### src/rtl/serial_tx_framer.sv
// Parallel-to-serial framer: buffers one N-bit word and shifts it out one bit per clock
// on shift/serial_in, with a programmable idle gap between words.
module serial_tx_framer #(
    parameter int N         = 8,
    parameter int GAP       = 1,
    parameter bit MSB_FIRST = 1'b1
) (
    input  logic         clk,
    input  logic         rst_n,
    input  logic [N-1:0] din,
    input  logic         din_valid,
    output logic         din_ready,
    output logic         shift,
    output logic         serial_in,
    output logic         word_done,
    output logic         busy
);

    localparam int BW = (N > 1) ? $clog2(N) : 1;
    localparam int GW = (GAP > 0) ? $clog2(GAP + 1) : 1;
    localparam logic [BW-1:0] BCNT_LAST   = BW'(N - 1);
    localparam logic [BW-1:0] BCNT_PENULT = BW'(N - 2);
    localparam logic [GW-1:0] GCNT_LAST   = GW'((GAP > 0) ? GAP - 1 : 0);

    typedef enum logic [1:0] {ST_IDLE, ST_SHIFT, ST_GAP} state_t;

    state_t         state, state_nxt;
    logic [N-1:0]   hold, sreg, sreg_nxt;
    logic           hold_full, hold_pop, load;
    logic [BW-1:0]  bcnt, bcnt_nxt;
    logic [GW-1:0]  gcnt, gcnt_nxt;
    logic           shift_nxt, serial_nxt, word_done_nxt;

    // sreg keeps the bit currently on serial_in at its outgoing end
    function automatic logic first_bit(input logic [N-1:0] w);
        return MSB_FIRST ? w[N-1] : w[0];
    endfunction

    function automatic logic next_bit(input logic [N-1:0] w);
        return MSB_FIRST ? w[N-2] : w[1];
    endfunction

    function automatic logic [N-1:0] advance(input logic [N-1:0] w);
        return MSB_FIRST ? {w[N-2:0], 1'b0} : {1'b0, w[N-1:1]};
    endfunction

    assign din_ready = !hold_full;
    assign busy      = (state != ST_IDLE) || hold_full;

    // Accept and pop are mutually exclusive: a pop needs hold_full, an accept needs it clear
    always_ff @(posedge clk or negedge rst_n) begin
        if (!rst_n) begin
            hold      <= '0;
            hold_full <= 1'b0;
        end else if (din_valid && !hold_full) begin
            hold      <= din;
            hold_full <= 1'b1;
        end else if (hold_pop) begin
            hold_full <= 1'b0;
        end
    end

    always_ff @(posedge clk or negedge rst_n) begin
        if (!rst_n) begin
            state     <= ST_IDLE;
            sreg      <= '0;
            bcnt      <= '0;
            gcnt      <= '0;
            shift     <= 1'b0;
            serial_in <= 1'b0;
            word_done <= 1'b0;
        end else begin
            state     <= state_nxt;
            sreg      <= sreg_nxt;
            bcnt      <= bcnt_nxt;
            gcnt      <= gcnt_nxt;
            shift     <= shift_nxt;
            serial_in <= serial_nxt;
            word_done <= word_done_nxt;
        end
    end

    always_comb begin
        state_nxt     = state;
        sreg_nxt      = sreg;
        bcnt_nxt      = bcnt;
        gcnt_nxt      = gcnt;
        shift_nxt     = 1'b0;
        serial_nxt    = 1'b0;
        word_done_nxt = 1'b0;
        hold_pop      = 1'b0;
        load          = 1'b0;

        case (state)
            ST_IDLE: begin
                load = hold_full;
            end
            ST_SHIFT: begin
                if (bcnt == BCNT_LAST) begin
                    if (GAP > 0) begin
                        state_nxt = ST_GAP;
                        gcnt_nxt  = '0;
                    end else if (hold_full) begin
                        load = 1'b1;
                    end else begin
                        state_nxt = ST_IDLE;
                    end
                end else begin
                    sreg_nxt      = advance(sreg);
                    bcnt_nxt      = bcnt + BW'(1);
                    shift_nxt     = 1'b1;
                    serial_nxt    = next_bit(sreg);
                    word_done_nxt = (bcnt == BCNT_PENULT);
                end
            end
            ST_GAP: begin
                if (gcnt == GCNT_LAST) begin
                    if (hold_full) begin
                        load = 1'b1;
                    end else begin
                        state_nxt = ST_IDLE;
                    end
                end else begin
                    gcnt_nxt = gcnt + GW'(1);
                end
            end
            default: begin
                state_nxt = ST_IDLE;
            end
        endcase

        // Starting a word looks the same from IDLE, from the end of a gap, or back-to-back
        if (load) begin
            state_nxt  = ST_SHIFT;
            sreg_nxt   = hold;
            bcnt_nxt   = '0;
            shift_nxt  = 1'b1;
            serial_nxt = first_bit(hold);
            hold_pop   = 1'b1;
        end
    end

endmodule

### config.mk
export PLATFORM = sky130hd
export DESIGN_NAME = serial_tx_framer
export DESIGN_NICKNAME = d
export VERILOG_FILES = /design/src/rtl/serial_tx_framer.sv
export SDC_FILE = /design/constraint.sdc
export NUM_CORES = 1
export LEC_CHECK = 0
export CORE_ASPECT_RATIO = 0.9
export CORE_MARGIN = 2
export CORE_UTILIZATION = 50
export CTS_BUF_LIST = sky130_fd_sc_hd__clkbuf_4 sky130_fd_sc_hd__clkbuf_8
export DETAILED_ROUTE_END_ITERATION = 10
export GPL_ROUTABILITY_DRIVEN = 0
export GPL_TIMING_DRIVEN = 1
export PLACE_DENSITY_LB_ADDON = 0.25
export SETUP_SLACK_MARGIN = 0.5
export SYNTH_ARGS = -nofsm -noshare
export SYNTH_HDL_FRONTEND = slang
export SYNTH_SLANG_ARGS = --single-unit
### constraint.sdc
create_clock -name clk -period 1.91 [get_ports clk]
set_clock_uncertainty 0.05 [all_clocks]
set_input_delay 0.382 -clock clk [delete_from_list [all_inputs] [get_ports clk]]
set_output_delay 0.382 -clock clk [all_outputs]
set_load 0.01 [all_outputs]
==> results by group, run 1 <==
Placement
  – DP Area: 1230 µm²
  – DP Wirelength: 1180 µm
  – DP Worst Slack: 0.141 ns
  – Buffers added on ports: 15

Layout
  – Multi-input logic area: 438 µm²
  – Area delta synth->final: 32.9%
  – Register area: 601 µm²
  – Fin nets: 124
  – FILL cells: 129
  – Layout cell share with drive strength beyond 1: 40.4%
  – Final Instance Area: 1370 µm²
  – Most common cell after layout, fill and taps aside: dfrtp_1
  – Commonest cells after routing, fill and taps aside: 24 x dfrtp_1, 10 x clkdlybuf4s50_1, 9 x nand2_1, 8 x mux2_2, 8 x buf_4
  – # diodes: 0

Timing
  – Final worst-path cycle share: 87.4%
  – Setup TNS: 0 ns
  – Final worst setup slack: 0.241 ns
  – Slew HR: 56.2%
  – Worst-Margin Slew: 0.658 ns
  – Max Clk Rate: 599 MHz
  – Fin. Hold Viols: 0
  – Post-layout minimum cycle time: 1.67 ns
  – Pins Over Slew Limit: 0
  – Final setup fails: 0
  – RSZ-0062 raised after global routing: true

Global routing
  – GR Overflow Total: 0
  – Tot GR Track Use: 18.2%
  – Initial antenna violation count: 0
  – First-pass GRT wire length: 3110 µm
  – Number of global-route vias before repair: 683
  – Pin count of the biggest net entering global routing: 25

Pwr
  – Maximum vdd drop: 0.00101 V
  – P per Cell Area: 1640 nW/µm²
  – Overall power: 0.00225 W
  – Static leakage: 0.634 nW

Clocking
  – Clock latency on the worst-skew pair: 0.30 ns
  – Clk sinks: 24
  – Max clock buf depth: 2
  – CTS tree: done
  – Clk slew on worst S/H paths: 0.12 ns
  – CTS Buf Count: 3
  – Hold Buf Count CTS: 0
  – # H-tree levels: 1
  – Root Buffer: clkbuf_4

Synthesis
  – Fraction of the mapped netlist area in adder cells: 3.64%
  – Xor and xnor area share after synthesis: 0%
  – Number of synthesized flops with an enable pin: 0
  – Main combinational cell family by area after synthesis: simple AND/OR/NAND/NOR gates
  – Sequential area share after synthesis: 58.3%
  – Post-Synthesis Cell Area: 1030 µm²
  – Ys async rst share: 100%
  – Area fraction in compound gates after synthesis: 7.52%
  – Synth Area per Inst: 12.6 µm²
  – Mux cell area share after synthesis: 8.74%
  – Mapped Cells: 82
  – Register bit total from synthesis: 24
  – Syn. warnings: 0
  – Post-synth top flop: dfrtp_1
  – Post-Synth Simple-Gate Area: 18.2%
  – Post-synthesis cell type count: 25
  – Syn Nets: 96

Critical path
  – Critical Path Slowest Stage Cell: dfrtp_1
  – Crit path kind: reg -> out
  – Worst Setup End Kind: output port
  – Arrival @ worst endpoint: 1.24 ns
  – Worst setup SP type: flop
  – Critical Path RT: 1.48 ns
  – Critical-path cell list: or3_1 > buf_2
  – Crit path largest cell delay: 0.41 ns
  – R2r setup slk: 0.28 ns
  – Critical-path maximum fanout: 2

Routing
  – WL/cell: 14.2 µm
  – Drc violations: 0
  – Drt first pass iters: 4
  – Highest routed metal layer: met4
  – Total Wirelength: 1900 µm
  – WL met3: 63 µm
  – M1 WL: 804 µm
  – Vias/cell: 5.26
  – Routed Antenna Nets: 0
  – Initial drt markers: 6
  – Met2 WL: 1010 µm
  – Via count: 705

Die
  – Die H: 47.1 µm
  – Core area: 1930 µm²
  – Die area: 2440 µm²
  – Chip width: 51.9 µm
  – Initial core utilization: 53.3%
  – Row Count: 15
  – Top Ports: 16

Run
  – MaxCap Viol Count: 0

Hold path
  – Hold Crit Class: in -> async

Run status
  – Status: finished clean
critical path, delay by kind of cell, from the launching register on:
family,cells,cell delay (ns)
flip-flops,1,0.41
AND/OR/NAND/NOR,1,0.38
buffers and inverters,1,0.15
synthesized netlist by cell type (2+ instances only):
master	count	area share [%]
dfrtp_1	24	58
nand2_1	11	4.0
mux2_2	8	8.7
nand3_2	6	5.8
a22oi_1	5	3.6
buf_2	3	1.5
ha_1	3	3.6
nand3_1	3	1.5
inv_1	2	0.73
o21ai_2	2	1.7
state kept, by name (all words and copies together), names as in the netlist:
register and cells:
hold 8, sreg 7, bcnt 3, state 2, hold_full 1, serial_in 1
shift 1, word_done 1
where the power goes:
part	switching, W	internal [W]	total (W)
Clock	0.000140	0.000116	0.000256
Combinational	0.000504	0.000593	0.00110
Sequential	0.000150	0.000747	0.000897
Total	0.000794	0.00146	0.00225
metrics by stage:
step           util [%]  hold WS, ns  instances
5_1_grt            70.9        0.379        134
3_5_place_dp       63.5        0.432        121
6_report           70.9        0.360        134
3_3_place_gp       63.5        0.417        121
2_1_floorplan         -       0.0364         82
4_1_cts            70.2        0.364        134
what timing repair did:
item	in CTS	in global routing
endpoints found under the setup margin	19	20
gates resized for setup	21	5
endpoints found under the hold margin	0	0
pin swaps	6	3
buffers inserted	9	0
cell type report:
class | count | area share [%]
clock buffer | 4 | 2.65
inverter | 2 | 0.548
multi-input combinational | 51 | 32.0
sequential | 24 | 43.8
tap | 25 | 2.28
timing repair buffer | 28 | 18.7
path summary, 6_finish.rpt:
check                                            to  cells past startpoint                  from
worst min register to register  sreg[0]$_DFFE_PN0P_                      2   hold[0]$_DFFE_PN0P_
worst min-delay path            hold[7]$_DFFE_PN0P_                      2                 rst_n
max in group asynchronous       hold[5]$_DFFE_PN0P_                      2                 rst_n
min in group clk                sreg[0]$_DFFE_PN0P_                      2   hold[0]$_DFFE_PN0P_
worst max-delay path                           busy                      2  state[1]$_DFFE_PN0P_
worst max register to register  sreg[1]$_DFFE_PN0P_                      6   bcnt[1]$_DFFE_PN0P_
per-layer routing:
layer / track usage (%) / vias to the layer above
met4: 8.95 / 0
met3: 2.87 / 5
met1: 23.3 / 348
met5: 0 / -
li1: - / 338
met2: 30.6 / 14
cells by family (layout without fill, tap and decap cells):
family	count (synthesis)	count (layout)
multiplexers	8	8
AND/OR/NAND/NOR	30	30
flip-flops	24	24
adder cells (fa/ha/maj)	3	3
AO/OA/AOI/OAI	10	10
buffers and inverters	7	34
(Power assumes the default switching activity.)
==> run 2, diff against run 1 <==
- SETUP_SLACK_MARGIN: 0.5 -> unset
- SLEW_MARGIN: unset -> 30
==> results by group, run 2 (synthesis results as in run 1) <==
Run status
  – Status: finished clean

Global routing
  – Initial antenna violation count: 0 (unchanged)
  – Number of global-route vias before repair: 591 (-13%)
  – First-pass GRT wire length: 2760 µm (-11%)
  – GR Overflow Total: 0 (unchanged)
  – Tot GR Track Use: 16.4% (-1.7 points)
  – Pin count of the biggest net entering global routing: 25 (unchanged)

Placement
  – DP Wirelength: 1180 µm (+0.18%)
  – Buffers added on ports: 15 (unchanged)
  – DP Worst Slack: 0.129 ns (-0.0115 ns)
  – Placed instance count: 121 (unchanged)

Timing
  – Fin Hold WS: 0.356 ns (-0.00382 ns)
  – Setup TNS: 0 ns (unchanged)
  – Max Clk Rate: 556 MHz (-7.3%)
  – Slew HR: 61.6% (+5.5 points)
  – Final worst-path cycle share: 94.2% (+6.9 points)
  – Final worst setup slack: 0.111 ns (-0.131 ns)
  – Post-layout minimum cycle time: 1.80 ns (+0.131 ns)
  – Worst-Margin Slew: 0.576 ns (-0.0820 ns)
  – Fin. Hold Viols: 0 (unchanged)
  – RSZ-0062 raised after global routing: false
  – Final setup fails: 0 (unchanged)
  – Pins Over Slew Limit: 0 (unchanged)

Routing
  – Initial drt markers: 7 (+1)
  – Total Wirelength: 1670 µm (-12%)
  – Routed Antenna Nets: 0 (unchanged)
  – Vias/cell: 5.27 (about the same)
  – Via count: 674 (-4.4%)
  – Drc violations: 0 (unchanged)
  – WL/cell: 13.1 µm (-8.1%)
  – Drt first pass iters: 3 (-1)

Clocking
  – Clk slew on worst S/H paths: 0.12 ns (about the same)
  – Hold Buf Count CTS: 0 (unchanged)
  – # H-tree levels: 1 (unchanged)
  – CTS Buf Count: 3 (unchanged)
  – Root Buffer: clkbuf_4
  – CTS tree: done
  – Max clock buf depth: 2 (unchanged)
  – Clock latency on the worst-skew pair: 0.32 ns (+0.02 ns)
  – Clk sinks: 24 (unchanged)

Layout
  – Fin nets: 118 (-4.8%)
  – Commonest cells after routing, fill and taps aside: 24 x dfrtp_1, 13 x clkdlybuf4s50_1, 11 x nand2_1, 8 x mux2_2, 7 x buf_4
  – FILL cells: 159 (+23%)
  – Top reg by flops: hold
  – Most common cell after layout, fill and taps aside: dfrtp_1
  – Fin util: 65.8% (-5.0 points)
  – Layout cell share with drive strength beyond 1: 27.2% (-13 points)
  – Top Registers: hold (8), sreg (7), bcnt (3)
  – Max FFs per register: 8 (unchanged)
  – Area delta synth->final: 23.4%
  – Register area: 601 µm² (unchanged)
  – Multi-input logic area: 393 µm² (-10%)
  – # diodes: 0 (unchanged)
  – Final std cells w/o fill: 128 (-4.5%)

Critical path
  – Critical-path cell list: ha_1 > ha_1 > or3b_1 > buf_4 > o22ai_1 > nor2_1
  – Crit path largest cell delay: 0.44 ns (+0.03 ns)
  – R2r setup slk: 0.11 ns (-0.17 ns)
  – CP top delay family: flip-flops
  – Critical-path maximum fanout: 14 (+12)
  – Arrival @ worst endpoint: 1.97 ns (+0.73 ns)
  – Worst path bufs/invs: 1 (unchanged)
  – Most used cell, CP: ha_1
  – Worst Setup End Kind: flop
  – Critical Path Slowest Stage Cell: dfrtp_1
  – Crit path kind: reg -> reg
  – Critical Path RT: 2.08 ns (+0.60 ns)
  – Worst setup SP type: flop

Die
  – Die area: 2440 µm² (unchanged)
  – Initial core utilization: 53.3% (unchanged)
  – Core area: 1930 µm² (unchanged)
  – Top Ports: 16 (unchanged)
  – Row Count: 15 (unchanged)
  – Chip width: 51.9 µm (unchanged)
  – Die H: 47.1 µm (unchanged)

Hold path
  – Hold Crit Class: in -> async

Pwr
  – P per Cell Area: 1570 nW/µm² (-4.2%)
  – Static leakage: 0.606 nW (-4.4%)
  – Maximum vdd drop: 0.00101 V (+0.77%)

Run
  – MaxCap Viol Count: 0 (unchanged)
-- run 2: per-layer routing --
metal  vias up  GRT usage, %  share of wire [%]
li1        326             -                  -
met1       330          21.1                 46
met2        14          25.3                 48
met3         4          5.73                5.0
met4         0          7.89                1.5
met5         -             0                  0
-- run 2: cell type report --
type / count / area share, %
Tap cell: 25 / 2.46
Timing Repair Buffer: 22 / 16.0
Inverter: 2 / 0.590
Sequential cell: 24 / 47.2
Multi-Input combinational cell: 51 / 30.9
Clock buffer: 4 / 2.85
-- run 2: path summary, 6_finish.rpt --
kind / from / to / depth (start not counted)
max: bcnt[0]$_DFFE_PN0P_ / sreg[3]$_DFFE_PN0P_ / 6
min: rst_n / sreg[4]$_DFFE_PN0P_ / 2
max in group asynchronous: rst_n / sreg[5]$_DFFE_PN0P_ / 2
max reg2reg: bcnt[0]$_DFFE_PN0P_ / sreg[3]$_DFFE_PN0P_ / 6
min reg2reg: hold[0]$_DFFE_PN0P_ / sreg[0]$_DFFE_PN0P_ / 2
min in group clk: hold[0]$_DFFE_PN0P_ / sreg[0]$_DFFE_PN0P_ / 2
-- run 2: power by group --
part	total, W	internal (W)	switching [W]
Sequential	0.000880	0.000747	0.000133
Combinational	0.000860	0.000440	0.000420
Clock	0.000261	0.000117	0.000145
-- run 2: what timing repair did --
item                                    CTS  global route
gates resized for setup                   1             1
buffers inserted                          3             0
endpoints found under the setup margin    1             1
-- run 2: worst reg2reg max path, cell delays in order, from the launching register on --
cell	delay [ns]
dfrtp_1	0.44
ha_1	0.22
ha_1	0.21
or3b_1	0.35
buf_4	0.20
o22ai_1	0.16
nor2_1	0.07
-- run 2: metrics by stage --
step	power, W	instance area (µm²)
2_1_floorplan	0.00149	1030
3_3_place_gp	0.00170	1210
3_5_place_dp	0.00174	1210
4_1_cts	0.00203	1270
5_1_grt	0.00216	1270
6_report	0.00200	1270
==> run 3, diff against run 2 <==
- CORE_UTILIZATION: 50 -> 35
==> results by group, run 3 (synthesis results as in run 1) <==
Run status
  – Status: finished clean

Global routing
  – Initial antenna violation count: 0 (unchanged)
  – Pin count of the biggest net entering global routing: 25 (unchanged)
  – First-pass GRT wire length: 3010 µm (+9.0%)
  – Tot GR Track Use: 11.6% (-4.8 points)
  – Number of global-route vias before repair: 676 (+14%)
  – GR Overflow Total: 0 (unchanged)

Placement
  – DP Wirelength: 1170 µm (-0.47%)
  – Buffers added on ports: 15 (unchanged)

Clocking
  – Max clock buf depth: 2 (unchanged)
  – CTS tree: done
  – Root Buffer: clkbuf_4
  – # H-tree levels: 1 (unchanged)
  – Clk sinks: 24 (unchanged)
  – CTS Buf Count: 3 (unchanged)
  – Clock latency on the worst-skew pair: 0.31 ns (about the same)
  – Clk slew on worst S/H paths: 0.13 ns (about the same)

Timing
  – Pins Over Slew Limit: 0 (unchanged)
  – Setup TNS: 0 ns (unchanged)
  – Slew HR: 63.1% (+1.4 points)
  – Worst-Margin Slew: 0.554 ns (-0.0216 ns)
  – Fin. Hold Viols: 0 (unchanged)
  – Final worst-path cycle share: 93.9% (-0.27 points)
  – Post-layout minimum cycle time: 1.79 ns (-0.00517 ns)
  – Max Clk Rate: 557 MHz (+0.29%)
  – Final setup fails: 0 (unchanged)
  – RSZ-0062 raised after global routing: false

Layout
  – # diodes: 0 (unchanged)
  – Register area: 601 µm² (unchanged)
  – Top Registers: hold (8), sreg (7), bcnt (3)
  – Multi-input logic area: 393 µm² (unchanged)
  – Top reg by flops: hold
  – Max FFs per register: 8 (unchanged)
  – Layout cell share with drive strength beyond 1: 26.5% (-0.71 points)
  – Area delta synth->final: 25.8%
  – Commonest cells after routing, fill and taps aside: 24 x dfrtp_1, 14 x clkdlybuf4s50_1, 11 x nand2_1, 8 x mux2_2
  – Fin util: 46.8% (-19 points)
  – Most common cell after layout, fill and taps aside: dfrtp_1
  – FILL cells: 270 (+70%)
  – Fin nets: 117 (-0.85%)

Critical path
  – Reg2Reg Depth: 6 (unchanged)
  – Critical-path maximum fanout: 6 (-8)
  – Reg2reg end: sreg[3]$_DFFE_PN0P_
  – Arrival @ worst endpoint: 1.36 ns (-0.61 ns)
  – Crit path from: hold_full$_DFFE_PN0P_
  – Worst Setup End Kind: output port
  – Worst setup SP type: flop
  – Critical Path RT: 1.48 ns (-0.60 ns)
  – R2r setup slk: 0.15 ns (+0.04 ns)
  – CP Capture Point: busy
  – Crit path kind: reg -> out
  – RR Startpoint: bcnt[0]$_DFFE_PN0P_

Die
  – Die area: 3400 µm² (+39%)
  – Initial core utilization: 37.2% (-16 points)
  – Row Count: 18 (+3)
  – Chip width: 61.2 µm (+18%)
  – Top Ports: 16 (unchanged)
  – Core area: 2770 µm² (+43%)
  – Die H: 55.5 µm (+18%)

Routing
  – Via count: 671 (-0.45%)
  – Drt first pass iters: 4 (+1)
  – WL met3: 97 µm (+15%)
  – Vias/cell: 4.73 (-10%)
  – WL/cell: 11.8 µm (-9.4%)
  – Met2 WL: 774 µm (-2.8%)
  – Drc violations: 0 (unchanged)
  – Routed Antenna Nets: 0 (unchanged)
  – M1 WL: 792 µm (+3.5%)
  – Highest routed metal layer: met4
  – Initial drt markers: 17 (+10)
  – Total Wirelength: 1680 µm (+0.54%)

Run
  – MaxCap Viol Count: 0 (unchanged)

Pwr
  – Maximum vdd drop: 0.000592 V (-42%)
  – Static leakage: 0.599 nW (-1.2%)
  – P per Cell Area: 1610 nW/µm² (+2.2%)

Hold path
  – Hold Crit Class: in -> async
run 3: per-layer routing:
| metal | GRT usage, % | up-vias |
|---|---|---|
| li1 | - | 323 |
| met1 | 15.0 | 332 |
| met2 | 18.2 | 14 |
| met3 | 4.92 | 2 |
| met4 | 1.86 | 0 |
| met5 | 0 | - |
run 3: worst min path at each step:
stage	startpoint	endpoint	slack (ns)
6_report	rst_n	sreg[0]$_DFFE_PN0P_	0.35
5_1_grt	rst_n	sreg[0]$_DFFE_PN0P_	0.36
4_1_cts	rst_n	bcnt[2]$_DFFE_PN0P_	0.35
3_5_place_dp	hold[0]$_DFFE_PN0P_	sreg[0]$_DFFE_PN0P_	0.42
3_3_place_gp	hold[0]$_DFFE_PN0P_	sreg[0]$_DFFE_PN0P_	0.41
2_1_floorplan	rst_n	bcnt[0]$_DFFE_PN0P_	0.04
run 3: layout make-up:
type	count	area share, %
clock buffers	3	1.74
clock inverters	1	2.31
inverters	2	0.579
multi-input cells	51	30.3
flip-flops and latches	24	46.3
well taps	40	3.86
repair buffers	21	14.9
run 3: report_power, final:
group,switching (W),internal [W],total (W),leakage (nW)
Clock,0.000149,0.000212,0.000361,0.0279
Sequential,0.000146,0.000747,0.000892,0.292
Combinational,0.000402,0.000429,0.000832,0.279
run 3: per-stage QoR:
stage / setup WS [ns] / instances / power, W / hold WS, ns / area (µm²)
after CTS: 0.102 / 142 / 0.00212 / 0.350 / 1300
after floorplan: 0.220 / 82 / 0.00149 / 0.0364 / 1030
final: 0.116 / 142 / 0.00209 / 0.352 / 1300
after global placement: 0.201 / 136 / 0.00170 / 0.410 / 1230
after detailed placement: 0.170 / 136 / 0.00173 / 0.417 / 1230
after global routing: 0.0474 / 142 / 0.00227 / 0.360 / 1300
run 3: critical path: stages, from the launching register on:
cell,delay [ns]
dfrtp_1,0.46
or3_1,0.31
dlygate4sd2_1,0.29
run 3: repair_timing:
item                                    4_1_cts  5_1_grt
resized for setup                             1        0
endpoints found under the setup margin        1        0
hold buffers                                  0        0
buffers inserted                              2        0
